$ cat src/rtl/learn_commit_if.sv
// Commit-side handshake bundle: clause-store write, trail backtrack request
// and asserting-literal enqueue, each a valid/ready channel.
interface learn_commit_if #(
  parameter int unsigned ADDR_W  = 10,
  parameter int unsigned LEVEL_W = 8
);
  localparam int unsigned LIT_W = 32;

  logic               wr_valid;
  logic               wr_ready;
  logic [ADDR_W-1:0]  wr_addr;
  logic [LIT_W-1:0]   wr_lit;
  logic               wr_last;

  logic               bt_valid;
  logic               bt_ready;
  logic [LEVEL_W-1:0] bt_level;

  logic               asn_valid;
  logic               asn_ready;
  logic [LIT_W-1:0]   asn_lit;
  logic [ADDR_W-1:0]  asn_clause_addr;

  modport master (
    output wr_valid, wr_addr, wr_lit, wr_last,
    input  wr_ready,
    output bt_valid, bt_level,
    input  bt_ready,
    output asn_valid, asn_lit, asn_clause_addr,
    input  asn_ready
  );

  modport slave (
    input  wr_valid, wr_addr, wr_lit, wr_last,
    output wr_ready,
    input  bt_valid, bt_level,
    output bt_ready,
    input  asn_valid, asn_lit, asn_clause_addr,
    output asn_ready
  );
endinterface

$ cat src/rtl/learn_commit.sv
// Learned-clause commit engine: takes a conflict-analysis result, streams the
// clause into the clause store, requests the backtrack, then enqueues the
// asserting literal with its reason-clause address.
module learn_commit #(
  parameter int unsigned MAX_LITS = 8,
  parameter int unsigned LEVEL_W  = 8,
  parameter int unsigned ADDR_W   = 10
) (
  input  logic                       clk,
  input  logic                       reset,
  input  logic                       cae_done,
  input  logic                       cae_learned_valid,
  input  logic [3:0]                 cae_learned_len,
  input  logic [MAX_LITS*32-1:0]     cae_learned_clause,
  input  logic [LEVEL_W-1:0]         cae_backtrack_level,
  input  logic                       cae_unsat,
  learn_commit_if.master             commit,
  output logic                       busy,
  output logic                       unsat,
  output logic                       mem_full,
  output logic                       err,
  output logic [15:0]                learned_count
);
  localparam int unsigned LIT_W = 32;

  typedef enum logic [2:0] {IDLE, WRITE, BACKTRACK, ASSERT, HALT} state_t;
  typedef logic [ADDR_W:0]   ptr_t;
  typedef logic [ADDR_W+4:0] sum_t;

  localparam sum_t CAPACITY = sum_t'(1) << ADDR_W;

  state_t                  state;
  ptr_t                    free_ptr;
  logic [ADDR_W-1:0]       base;
  logic [3:0]              idx;
  logic [3:0]              len_q;
  logic [LEVEL_W-1:0]      level_q;
  logic [MAX_LITS*LIT_W-1:0] clause_q;

  logic                    wr_valid, wr_last, bt_valid, asn_valid;
  logic [ADDR_W-1:0]       wr_addr, asn_clause_addr;
  logic [LIT_W-1:0]        wr_lit, asn_lit;
  logic [LEVEL_W-1:0]      bt_level;

  logic [1:0]              rst_sync;
  logic                    rst_n;

  logic                    len_bad;
  logic                    no_room;
  logic [3:0]              nxt;

  assign commit.wr_valid        = wr_valid;
  assign commit.wr_addr         = wr_addr;
  assign commit.wr_lit          = wr_lit;
  assign commit.wr_last         = wr_last;
  assign commit.bt_valid        = bt_valid;
  assign commit.bt_level        = bt_level;
  assign commit.asn_valid       = asn_valid;
  assign commit.asn_lit         = asn_lit;
  assign commit.asn_clause_addr = asn_clause_addr;

  // Reset asserts immediately, releases two clocks after the pin rises.
  always_ff @(posedge clk or negedge reset) begin
    if (!reset) rst_sync <= '0;
    else        rst_sync <= {rst_sync[0], 1'b1};
  end
  assign rst_n = rst_sync[1];

  // Capture qualification; the fit test uses extra headroom so it can never wrap.
  always_comb begin
    len_bad = (cae_learned_len == 4'd0) || (32'(cae_learned_len) > MAX_LITS);
    no_room = (sum_t'(free_ptr) + sum_t'(cae_learned_len)) > CAPACITY;
    nxt     = idx + 4'd1;
  end

  // Commit FSM with all handshake outputs registered.
  always_ff @(posedge clk or negedge rst_n) begin
    if (!rst_n) begin
      state           <= IDLE;
      free_ptr        <= '0;
      base            <= '0;
      idx             <= '0;
      len_q           <= '0;
      level_q         <= '0;
      clause_q        <= '0;
      wr_valid        <= 1'b0;
      wr_addr         <= '0;
      wr_lit          <= '0;
      wr_last         <= 1'b0;
      bt_valid        <= 1'b0;
      bt_level        <= '0;
      asn_valid       <= 1'b0;
      asn_lit         <= '0;
      asn_clause_addr <= '0;
      busy            <= 1'b0;
      unsat           <= 1'b0;
      mem_full        <= 1'b0;
      err             <= 1'b0;
      learned_count   <= '0;
    end else begin
      if (cae_done && state != IDLE && state != HALT) err <= 1'b1;
      case (state)
        IDLE: begin
          if (cae_done) begin
            clause_q <= cae_learned_clause;
            len_q    <= cae_learned_len;
            level_q  <= cae_backtrack_level;
            if (cae_unsat) begin
              unsat <= 1'b1;
              busy  <= 1'b1;
              state <= HALT;
            end else if (!cae_learned_valid) begin
              state <= IDLE;
            end else if (len_bad) begin
              err <= 1'b1;
            end else if (no_room) begin
              mem_full <= 1'b1;
              busy     <= 1'b1;
              state    <= HALT;
            end else begin
              base     <= free_ptr[ADDR_W-1:0];
              idx      <= '0;
              wr_valid <= 1'b1;
              wr_addr  <= free_ptr[ADDR_W-1:0];
              wr_lit   <= cae_learned_clause[LIT_W-1:0];
              wr_last  <= (cae_learned_len == 4'd1);
              busy     <= 1'b1;
              state    <= WRITE;
            end
          end
        end
        WRITE: begin
          if (wr_ready_q()) begin
            if (wr_last) begin
              wr_valid <= 1'b0;
              free_ptr <= ptr_t'(base) + ptr_t'(len_q);
              bt_valid <= 1'b1;
              bt_level <= level_q;
              state    <= BACKTRACK;
            end else begin
              idx     <= nxt;
              wr_addr <= base + ADDR_W'(nxt);
              wr_lit  <= clause_q[nxt*LIT_W +: LIT_W];
              wr_last <= (nxt == len_q - 4'd1);
            end
          end
        end
        BACKTRACK: begin
          if (commit.bt_ready) begin
            bt_valid        <= 1'b0;
            asn_valid       <= 1'b1;
            asn_lit         <= clause_q[LIT_W-1:0];
            asn_clause_addr <= base;
            state           <= ASSERT;
          end
        end
        ASSERT: begin
          if (commit.asn_ready) begin
            asn_valid <= 1'b0;
            if (learned_count != 16'hFFFF) learned_count <= learned_count + 16'd1;
            busy  <= 1'b0;
            state <= IDLE;
          end
        end
        HALT: begin
          state <= HALT;
        end
        default: state <= IDLE;
      endcase
    end
  end

  function automatic logic wr_ready_q();
    return commit.wr_ready;
  endfunction
endmodule
$ cat src/flat_wrapper.sv
// flat-port wrapper written by rule: the top's interface ports become plain ports
module learn_commit_flat 
#(
  parameter int unsigned MAX_LITS = 8,
  parameter int unsigned LEVEL_W  = 8,
  parameter int unsigned ADDR_W   = 10
)
  (clk, reset, cae_done, cae_learned_valid, cae_learned_len, cae_learned_clause, cae_backtrack_level, cae_unsat, busy, unsat, mem_full, err, learned_count, commit_wr_valid, commit_wr_addr, commit_wr_lit, commit_wr_last, commit_wr_ready, commit_bt_valid, commit_bt_level, commit_bt_ready, commit_asn_valid, commit_asn_lit, commit_asn_clause_addr, commit_asn_ready);
  learn_commit_if #(.ADDR_W(ADDR_W), .LEVEL_W(LEVEL_W)) commit_i ();
  input  logic clk;
  input  logic reset;
  input  logic cae_done;
  input  logic cae_learned_valid;
  input  logic [3:0] cae_learned_len;
  input  logic [MAX_LITS*32-1:0] cae_learned_clause;
  input  logic [LEVEL_W-1:0] cae_backtrack_level;
  input  logic cae_unsat;
  output logic busy;
  output logic unsat;
  output logic mem_full;
  output logic err;
  output logic [15:0] learned_count;
  output wire logic [$bits(commit_i.wr_valid)-1:0] commit_wr_valid;
  output wire logic [$bits(commit_i.wr_addr)-1:0] commit_wr_addr;
  output wire logic [$bits(commit_i.wr_lit)-1:0] commit_wr_lit;
  output wire logic [$bits(commit_i.wr_last)-1:0] commit_wr_last;
  input wire logic [$bits(commit_i.wr_ready)-1:0] commit_wr_ready;
  output wire logic [$bits(commit_i.bt_valid)-1:0] commit_bt_valid;
  output wire logic [$bits(commit_i.bt_level)-1:0] commit_bt_level;
  input wire logic [$bits(commit_i.bt_ready)-1:0] commit_bt_ready;
  output wire logic [$bits(commit_i.asn_valid)-1:0] commit_asn_valid;
  output wire logic [$bits(commit_i.asn_lit)-1:0] commit_asn_lit;
  output wire logic [$bits(commit_i.asn_clause_addr)-1:0] commit_asn_clause_addr;
  input wire logic [$bits(commit_i.asn_ready)-1:0] commit_asn_ready;
  assign commit_wr_valid = commit_i.wr_valid;
  assign commit_wr_addr = commit_i.wr_addr;
  assign commit_wr_lit = commit_i.wr_lit;
  assign commit_wr_last = commit_i.wr_last;
  assign commit_i.wr_ready = commit_wr_ready;
  assign commit_bt_valid = commit_i.bt_valid;
  assign commit_bt_level = commit_i.bt_level;
  assign commit_i.bt_ready = commit_bt_ready;
  assign commit_asn_valid = commit_i.asn_valid;
  assign commit_asn_lit = commit_i.asn_lit;
  assign commit_asn_clause_addr = commit_i.asn_clause_addr;
  assign commit_i.asn_ready = commit_asn_ready;
  learn_commit #(.MAX_LITS(MAX_LITS), .LEVEL_W(LEVEL_W), .ADDR_W(ADDR_W)) u_core (.clk(clk), .reset(reset), .cae_done(cae_done), .cae_learned_valid(cae_learned_valid), .cae_learned_len(cae_learned_len), .cae_learned_clause(cae_learned_clause), .cae_backtrack_level(cae_backtrack_level), .cae_unsat(cae_unsat), .commit(commit_i), .busy(busy), .unsat(unsat), .mem_full(mem_full), .err(err), .learned_count(learned_count));
endmodule
$ cat config.mk
export PLATFORM = sky130hd
export DESIGN_NAME = learn_commit_flat
export DESIGN_NICKNAME = d
export VERILOG_FILES = /design/src/rtl/learn_commit_if.sv /design/src/rtl/learn_commit.sv /design/src/flat_wrapper.sv
export SDC_FILE = /design/constraint.sdc
export NUM_CORES = 1
export LEC_CHECK = 0
export ABC_AREA = 1
export BUFFER_PORTS_ARGS = -buffer_cell sky130_fd_sc_hd__buf_2
export CORE_ASPECT_RATIO = 0.75
export CORE_MARGIN = 2
export CORE_UTILIZATION = 50
export CTS_CLUSTER_DIAMETER = 50
export CTS_CLUSTER_SIZE = 30
export DETAILED_ROUTE_END_ITERATION = 8
export PLACE_DENSITY_LB_ADDON = 0.1
export SYNTH_ARGS = -nofsm -noshare
export SYNTH_HDL_FRONTEND = slang
export SYNTH_SLANG_ARGS = --single-unit
export TNS_END_PERCENT = 1
$ cat constraint.sdc
create_clock -name clk -period 13.3 [get_ports clk]
set_clock_uncertainty 0.15 [all_clocks]
set_input_delay 2.66 -clock clk [delete_from_list [all_inputs] [get_ports clk]]
set_output_delay 2.66 -clock clk [all_outputs]
set_load 0.005 [all_outputs]
; ---- Word-level counts from Yosys, hierarchy flattened
; Index checks and enable logic that the tools add are counted.
[word_totals]
in_bits = 276
mem_bits_rw = 0
latch_bits = 0
mem_count = 0
mem_bits_ro = 0
reg_bits = 414
wordCells = 147
output_inout_bits = 116
[op_classes]
n_lt_le_gt_ge = 2
div_mod_pow = 0
eq_ne = 21
mul = 0
shift = 1
bitwise_logic = 3
addsub = 6
reduce_logical = 24
n_mux = 68
[op_table]
columns = op, count
row1 = 256-bit by 10-bit variable part select with 32-bit output, 1
row2 = 32-bit 2-to-1 mux, 7
row3 = 10-bit 2-to-1 mux, 7
row4 = 32-bit one-hot mux with 2 select lines, 1
row5 = 1-bit 2-to-1 mux, 29
row6 = 4-bit 2-to-1 mux, 7
row7 = 3-bit 2-to-1 mux, 9
row8 = 10-bit one-hot mux with 2 select lines, 1
row9 = "2-bit != test, second input constant", 9
row10 = 6-bit AND reduction, 3
row11 = "16-bit by 1-bit adder with 16-bit output, second input constant", 1
row12 = "16-bit != test, second input constant", 1
row13 = 8-bit AND reduction, 2
row14 = "15-bit by 11-bit > comparator with 1-bit output, second input constant", 1
row15 = 3-bit one-hot mux with 5 select lines, 1
row16 = 11-bit by 4-bit adder with 12-bit output, 1
row17 = 3-bit AND reduction, 4
row18 = 10-bit by 4-bit adder with 11-bit output, 1
row19 = 10-bit by 4-bit adder with 10-bit output, 1
row20 = 1-bit one-hot mux with 2 select lines, 5
row21 = "3-bit != test, second input constant", 3
row22 = 4-bit one-hot mux with 2 select lines, 1
row23 = 2-bit nonzero test, 4
row24 = 7-bit AND reduction, 1
row25 = 19 further kinds, 24

; ---- Longest topological paths before layout
; Gate-level depths: netlist (run 1).
[depth]
depth_word = 9
depth_mapped = 18

; ---- Worst setup path before layout (run 1)
; Ideal clock, no wire load.
[synth_timing]
path_kind = input to register
startpoint = input port cae_learned_len[0]
endpoint = register u_core.wr_lit[11], in the netlist u_core.commit.wr_lit[11]
setup_ps = 116
arrival_time_ps = 4454
path_stages = 18
slack_ps = 8580
path_cell_list = ha_1 -> inv_1 -> fa_1 -> inv_1 -> nand3_1 -> nand2_4 -> nand3_2 -> nand2_1 -> nand3_1 -> nor2_1 -> nand3_1 -> nand2_2 -> nand2_2 -> nand2_4 -> nand2_4 -> buf_6 -> nand2_2 -> nand2_1
[synth_via]
elab_chain_len = 4
word_cells_on_any_way = 8
classes_between = add/sub: 1 / order compare: 2 / eq/ne: 2 / reduce/logical: 3
[synth_lines]
columns = element, line_no
row1 = from (decl), flat_wrapper.sv:14  ; input logic [3:0] cae_learned_len;
row2 = "11-bit by 4-bit adder with 12-bit output, or another cell as far along", learn_commit.sv:72  ; no_room = (sum_t'(free_ptr) + sum_t'(cae_learned_len)) > CAPACITY;
row3 = 15-bit by 11-bit > comparator with 1-bit output / 1-bit logical OR (equally long branches), "learn_commit.sv:72, learn_commit.sv:71"
row4 = 2-bit != test (no line), n/a
row5 = 8-bit AND reduction (no line) (*), n/a
row6 = to (signal assigned), learn_commit.sv:125  ; wr_lit <= cae_learned_clause[LIT_W-1:0];
row7 = to (signal assigned), learn_commit.sv:143  ; wr_lit <= clause_q[nxt*LIT_W +: LIT_W];
row8 = to (decl), learn_commit.sv:42  ; logic [LIT_W-1:0] wr_lit, asn_lit;
; Mark *: on every way between the ends. The rest lies on a longest branch, timed or not.
; A chain may end at the register's enable or synchronous reset.

; ---- Worst setup path in the final report (run 1)
[layout_timing]
startpoint = input port cae_done
endpoint = register u_core.clause_q[245]
[layout_via]
elab_chain_len = 1
[layout_lines]
columns = element, line_no
row1 = from (decl), flat_wrapper.sv:12  ; input logic cae_done;
row2 = 2-bit AND reduction (no line), n/a
row3 = to (signal assigned), learn_commit.sv:105  ; clause_q <= cae_learned_clause;
row4 = to (decl), learn_commit.sv:38  ; logic [MAX_LITS*LIT_W-1:0] clause_q;
; Every way passes these cells.

==> reports/qor_table.md, run 1 <==
| Step | Parameter | Value |
|---|---|---|
| outcome | Run status | complete, no violations |
| final layout | Layout-stage area growth over the synthesis result | 18.2% |
| logic synthesis | Sequential area share after synthesis | 53.2% |
| grt | Largest net degree at the start of global routing | 105 |
| sta | RSZ-0062 raised after global routing | false |
| clocking | Count of hold buffers inserted by post-cts repair | 0 |
| sta | Normalized max-slew margin | 23.7% |
| route | Number of antenna-violating nets in the routed design | 0 |
| logic synthesis | Cell Area, Synth | 19,500 sq um |
| sta | Minimum period implied by the final worst setup slack | 5380 ps |
| route | Final Routed Wirelength | 59.8 mm |
| floorplanning | Core Region | 38,300 sq um |
| place | GPL Wtd Cong | 0.891 |
| worst setup path | Critical Path Sink Type | register |
| clocking | Clock transition at the registers of the reported paths | 80 ps |
| worst setup path | R2R setup slack | 9260 ps |
| clocking | Gates resized, CTS repair | 0 |
| worst setup path | Required time worst endpoint | 13,610 ps |
| worst setup path | Peak per-stage delay on the critical path | 870 ps |
| worst setup path | Largest fanout on the critical path | 103 |
| floorplanning | Height of the chip | 175 microns |
| route | Detailed-routing wirelength on met1 | 26.7 mm |
| worst setup path | CP cell instances | buf_2 -> inv_1 -> nor2_4 -> buf_4 -> buf_4 -> buf_4 -> nand2_1 -> o21ai_0 |
| route | Avg WL per Cell | 18.2 microns |
| grt | Wire length of the first global-routing pass | 92.2 mm |
| grt | Via count of the first global-routing pass | 16,400 |
| final layout | Post-route cell area | 23,000 sq um |
| final layout | Final layout net count | 3,032 |
| final layout | Top library cells by usage in the layout, fill and taps aside | 857 x nand2_1, 412 x dfrtp_1, 391 x buf_2 |
| logic synthesis | Synthesized instance count | 2,431 |
| floorplanning | I/O Pins | 392 |
| route | Number of design rule violations left after detail routing | 0 |
| clocking | Clock tree from TritonCTS | yes |
| power and ir drop | Max VDD drop | 0.000143 V |
| power and ir drop | Leak Pwr | 12.2 nW |
| sta | Transition time of the tightest slew-check pin | 1140 ps |
| logic synthesis | Yosys warning count | 0 |
| route | Top routing layer in use | met4 |
| worst setup path | Arrival time worst endpoint | 5700 ps |
| final layout | Share of post-route cells with drive strength above 1 | 19.0% |
| route | Number of detailed-route iterations in the first pass | 5 |
| logic synthesis | Number of storage elements in the synthesis netlist | 414 |
| hold path | Path category of the worst min-delay check | register to async pin |
| worst setup path | Kind of start point of the critical path | input port |
| power and ir drop | Power Density | 242 nW/um^2 |
| grt | Aggregate global routing overflow | 0 |
| place | HPWL after detailed placement | 41.5 mm |
| route | Detailed router's first-iteration violation count | 1,595 |
| route | Number of vias in the routed layout | 17,400 |
| logic synthesis | Netlist cell types | 42 |
| final layout | Filler cells | 3,575 |
| sta | Setup violations, final | 0 |
| worst setup path | Crit path top cell by count | buf_4 |
| logic synthesis | Average size of a mapped cell | 8.01 sq um |
| logic synthesis | Mapped Nets | 2,725 |
| clocking | Htree depth | 2 |
| grt | Total global-route track usage | 29.4% |
| worst setup path | Capture point of the worst reg-to-reg path | u_core.commit.wr_addr[6] |
| clocking | Number of clock sinks | 414 |
| grt | Number of antenna violations at the first check in global routing | 10 |
| run | Max_cap viols | 0 |
| sta | Hold slack final | 178 ps |
| sta | Number of max-slew violations in the final report | 0 |
| sta | Achievable frequency | 186 MHz |
| clocking | Clock latency on the worst-skew pair | 560 ps |
| floorplanning | Die ar. | 40,500 sq um |
| clocking | Max Buffers Root-to-Sink | 3 |
| place | Number of port buffers | 391 |
| floorplanning | Floorplan row count | 62 |
| floorplanning | Initial Utilization | 50.8% |
| floorplanning | Die extent in x | 232 microns |
| worst setup path | Worst reg-to-reg path cell count | 11 |
| worst setup path | CP max stage cell | buf_4 |
| route | Wire length on met3 | 4.13 mm |
| sta | Share of the cycle needed by the critical path after routing | 40.5% |
| route | Via count normalized by instance count | 5.29 |
| route | Total met2 wirelength after detailed routing | 26.9 mm |
| clocking | Master cell of the clock root buffer | clkbuf_16 |
| place | Post-detailed-placement cell area | 21,600 sq um |
| sta | Setup TNS Final | 0 ps |
| final layout | Most frequent standard cell in the layout excluding fill and tap cells | nand2_1 |
| worst setup path | Worst Path Class, Setup | input port to register |
| clocking | Number of post-CTS setup repair buffers | 0 |
| worst setup path | Reg-to-reg critical path startpoint | u_core.idx[0] |
| clocking | Total clock buffers created by CTS | 39 |
| sta | Total count of hold-check failures in the final report | 0 |
worst max-delay path by stage:
stage	start	to	slack [ps]	cells after the start
6_report	cae_done	u_core.clause_q[245]	7920	8
5_1_grt	cae_done	u_core.clause_q[154]	7610	8
4_1_cts	cae_done	u_core.clause_q[235]	7960	7
3_5_place_dp	cae_done	u_core.clause_q[244]	7350	7
3_3_place_gp	cae_done	u_core.clause_q[239]	7440	7
2_1_floorplan	u_core.rst_sync[1]	u_core.base[0]	760	0
layout make-up:
type / count / area (sq um) / share of cell area, %
Clock inverter: 25 / 334 / 1.45
Clock buffer: 44 / 1060 / 4.59
Multi-Input combinational cell: 1670 / 7730 / 33.6
Tap cell: 512 / 641 / 2.78
Antenna cell: 9 / 22.5 / 0.0979
Inverter: 204 / 773 / 3.36
Timing Repair Buffer: 409 / 2090 / 9.09
Sequential cell: 414 / 10400 / 45.0
worst max-delay path: cells and delay by family:
kind	cells	cell delay (ps)
simple gates	2	320
buf+inv	5	2510
compound gates	1	110
metrics by stage:
stage | utilization, % | setup slack [ps] | std cells | total power, mW
after floorplan | - | 757 | 2431 | 3.65
after global placement | 56.4 | 7440 | 3209 | 4.29
after detailed placement | 56.4 | 7350 | 3209 | 4.36
after CTS | 60.0 | 7960 | 3278 | 5.58
after global routing | 60.1 | 7610 | 3287 | 6.01
final | 60.1 | 7920 | 3287 | 5.56
flip-flops by register name (all words and copies together), names as in the netlist, 4 cells and up:
| signal | cells |
|---|---|
| u_core.commit.asn_clause_addr | 10 |
| u_core.level_q | 8 |
| u_core.free_ptr | 11 |
| u_core.idx | 4 |
| u_core.clause_q | 256 |
| u_core.commit.wr_lit | 32 |
| u_core.len_q | 4 |
| u_core.base | 10 |
| u_core.commit.bt_level | 8 |
| u_core.learned_count | 16 |
| u_core.commit.asn_lit | 32 |
| u_core.commit.wr_addr | 10 |
report_power, final:
part / switching (mW) / internal [mW] / leakage (nW)
clock: 0.562 / 0.646 / 0.666
combinational: 1.46 / 0.765 / 6.31
sequential: 0.314 / 1.81 / 5.19
routing by layer:
metal,track usage (%),vias up
li1,-,8363
met1,42.9,8313
met2,43.8,617
met3,5.11,97
met4,11.1,0
met5,0,-
cell families after synthesis:
logic type	share of synthesized area, %
other	0.0193
adder cells (fa/ha/maj)	1.27
AND/OR/NAND/NOR	21.6
AO/OA/AOI/OAI	15.1
flip-flops	53.2
XOR/XNOR	1.35
buffers and inverters	7.22
multiplexers	0.174
synth_stat cells (all sizes together):
cell type / count / area share (%)
xnor2: 12 / 0.54
o21ai: 381 / 9.8
a31o: 1 / 0.045
o41ai: 1 / 0.045
nand3: 80 / 2.1
inv: 203 / 3.9
ha: 15 / 0.96
buf: 65 / 1.8
nand4: 5 / 0.16
clkinv: 1 / 0.026
xor2: 18 / 0.81
a31oi: 2 / 0.064
nand2: 875 / 17
a21oi: 142 / 3.7
a22o: 1 / 0.045
conb: 1 / 0.019
or2: 5 / 0.16
nor3: 8 / 0.26
a21o: 33 / 1.3
dfrtp: 414 / 53
clkbuf: 78 / 1.5
fa: 3 / 0.31
mux2: 3 / 0.17
nor4: 4 / 0.21
a211oi: 1 / 0.039
o22ai: 5 / 0.16
nor2: 74 / 1.6
Power figures use the tool's default switching activity.
==> run 2: changes to the inputs <==
clock period = 4.4 ns   (was 13.3 ns; I/O delays follow)
==> reports/qor_table.md, run 2 (same netlist as run 1, synthesis figures left out) <==
| Step | Parameter | Value |
|---|---|---|
| outcome | Run status | complete, no violations |
| worst setup path | Critical Path Sink Type | register |
| hold path | Path category of the worst min-delay check | register to register |
| sta | Total count of hold-check failures in the final report | 0 |
| clocking | Clock transition at the registers of the reported paths | 70 ps |
| place | GPL Wtd Cong | 0.899 |
| final layout | Share of post-route cells with drive strength above 1 | 18.9% |
| route | Via count normalized by instance count | 5.34 |
| clocking | Clock latency on the worst-skew pair | 530 ps |
| run | Max_cap viols | 0 |
| grt | Aggregate global routing overflow | 0 |
| worst setup path | Reg-to-reg critical path startpoint | u_core.idx[0] |
| final layout | Register ranked first by flip-flop count | u_core.clause_q |
| final layout | Largest register FFs | 256 |
| grt | Wire length of the first global-routing pass | 93.5 mm |
| route | Detailed router's first-iteration violation count | 1,852 |
| clocking | Number of clock sinks | 414 |
| floorplanning | I/O Pins | 392 |
| route | Number of vias in the routed layout | 17,500 |
| final layout | Top Registers | u_core.clause_q: 256 flops, u_core.commit.asn_lit: 32 flops, u_core.commit.wr_lit: 32 flops |
| sta | RSZ-0062 raised after global routing | false |
| power and ir drop | Share of power burned in combinational logic | 41.5% |
| clocking | Gates resized, CTS repair | 0 |
| clocking | Htree depth | 2 |
| floorplanning | Die extent in x | 232 microns |
| sta | Setup TNS Final | 0 ps |
| clocking | Total clock buffers created by CTS | 37 |
| worst setup path | Origin of the worst setup path | u_core.idx[0] |
| worst setup path | Arrival time worst endpoint | 3590 ps |
| sta | Setup violations, final | 0 |
| worst setup path | Required time worst endpoint | 4720 ps |
| sta | Number of max-slew violations in the final report | 0 |
| final layout | Layout-stage area growth over the synthesis result | 18.1% |
| power and ir drop | Power Density | 728 nW/um^2 |
| sta | Normalized max-slew margin | 12.7% |
| grt | Via count of the first global-routing pass | 16,600 |
| route | Number of detailed-route iterations in the first pass | 5 |
| worst setup path | Worst Path Class, Setup | register to register |
| route | Avg WL per Cell | 18.5 microns |
| worst setup path | R2R setup slack | 1140 ps |
| route | Number of design rule violations left after detail routing | 0 |
| power and ir drop | Sw power | 7.05 mW |
| route | Final Routed Wirelength | 60.8 mm |
| place | Number of port buffers | 391 |
| worst setup path | Kind of start point of the critical path | register |
| sta | Transition time of the tightest slew-check pin | 1310 ps |
| power and ir drop | Clock power frac | 20.5% |
| place | HPWL after detailed placement | 42.3 mm |
| grt | Number of antenna violations at the first check in global routing | 5 |
| place | Post-detailed-placement cell area | 21,700 sq um |
| power and ir drop | Max VDD drop | 0.000578 V |
| floorplanning | Core Region | 38,300 sq um |
| grt | Largest net degree at the start of global routing | 268 |
| power and ir drop | Portion of total power attributed to sequential cells | 38.0% |
| floorplanning | Floorplan row count | 62 |
| final layout | Most frequent standard cell in the layout excluding fill and tap cells | nand2_1 |
| worst setup path | Capture point of the worst reg-to-reg path | u_core.commit.wr_lit[16] |
| worst setup path | Peak per-stage delay on the critical path | 630 ps |
| floorplanning | Initial Utilization | 50.8% |
| floorplanning | Die ar. | 40,500 sq um |
| final layout | Final layout net count | 3,035 |
| route | Number of antenna-violating nets in the routed design | 0 |
| final layout | Top library cells by usage in the layout, fill and taps aside | 857 x nand2_1, 412 x dfrtp_1, 391 x buf_2 |
| floorplanning | Height of the chip | 175 microns |
| power and ir drop | Int Pwr | 9.69 mW |
| final layout | Post-route cell area | 23,000 sq um |
| clocking | Master cell of the clock root buffer | clkbuf_16 |
| power and ir drop | Leak Pwr | 12.2 nW |
| grt | Total global-route track usage | 29.7% |
| worst setup path | CP max stage cell | a21oi_1 |
| sta | Minimum period implied by the final worst setup slack | 3260 ps |
| power and ir drop | Proportion of total power due to net switching | 42.1% |
| worst setup path | Largest fanout on the critical path | 32 |
| worst setup path | End of the critical path | u_core.commit.wr_lit[16] |
| worst setup path | CP cell instances | ha_4 -> inv_1 -> a21oi_1 -> o21ai_0 -> a21oi_1 -> a21o_1 -> inv_1 -> o21ai_0 -> nand3_1 -> nand2_1 |
| clocking | Clock tree from TritonCTS | yes |
| clocking | Max Buffers Root-to-Sink | 3 |
| sta | Share of the cycle needed by the critical path after routing | 74.2% |
| worst setup path | Worst reg-to-reg path cell count | 10 |
| sta | Achievable frequency | 306 MHz |
-- run 2: timing repair --
item | CTS | global route
setup buffers | 0 | 0
hold buffers | 1 | 0
hold endpoints to repair | 2 | 0
-- run 2: layout make-up --
class,instances,area (sq um)
inverters,204,773
multi-input cells,1670,7730
diodes,5,12.5
clock buffers,39,933
flip-flops and latches,414,10400
repair buffers,414,2220
fillers,3560,15300
clock inverters,26,319
well taps,512,641
-- run 2: layer usage --
metal  track usage (%)  part of all wire (%)
met1              44.7                    45
met2              44.9                    45
met3              3.95                   7.5
met4              9.21                   2.7
met5                 0                     0
-- run 2: through the flow --
step | utilization, % | hold WS (ps) | power, mW | worst slack, ps | cells
6_report | 60.0 | 200 | 16.7 | 1140 | 3284
5_1_grt | 60.0 | 213 | 18.0 | 934 | 3284
4_1_cts | 60.0 | 202 | 16.8 | 1240 | 3279
3_5_place_dp | 56.7 | 186 | 13.3 | 865 | 3213
3_3_place_gp | 56.7 | 182 | 13.1 | 966 | 3213
2_1_floorplan | - | 181 | 11.0 | 188 | 2431
-- run 2: power groups by stage --
stage | Clock [mW] | Combinational, mW | Sequential, mW
3_5_place_dp | 0 | 6.89 | 6.40
5_1_grt | 3.65 | 7.86 | 6.52
6_report | 3.44 | 6.94 | 6.36
4_1_cts | 3.49 | 6.94 | 6.33
2_1_floorplan | 0 | 4.79 | 6.23
3_3_place_gp | 0 | 6.75 | 6.35
-- run 2: worst min-delay path by stage --
stage,startpoint,to,slack [ps],cells after the start
after CTS,u_core.rst_sync[0],u_core.rst_sync[1],200,0
after detailed placement,u_core.rst_sync[0],u_core.rst_sync[1],190,0
after global placement,u_core.rst_sync[0],u_core.rst_sync[1],180,0
final,u_core.rst_sync[0],u_core.rst_sync[1],200,0
after global routing,u_core.rst_sync[0],u_core.rst_sync[1],210,0
after floorplan,u_core.rst_sync[0],u_core.rst_sync[1],180,0
-- run 2: critical path, delay by kind of cell, from the launching register on --
family	cells	cell delay, ps
compound gates	5	1500
simple gates	2	190
flops	1	520
buf+inv	2	550
fa+ha+maj	1	270
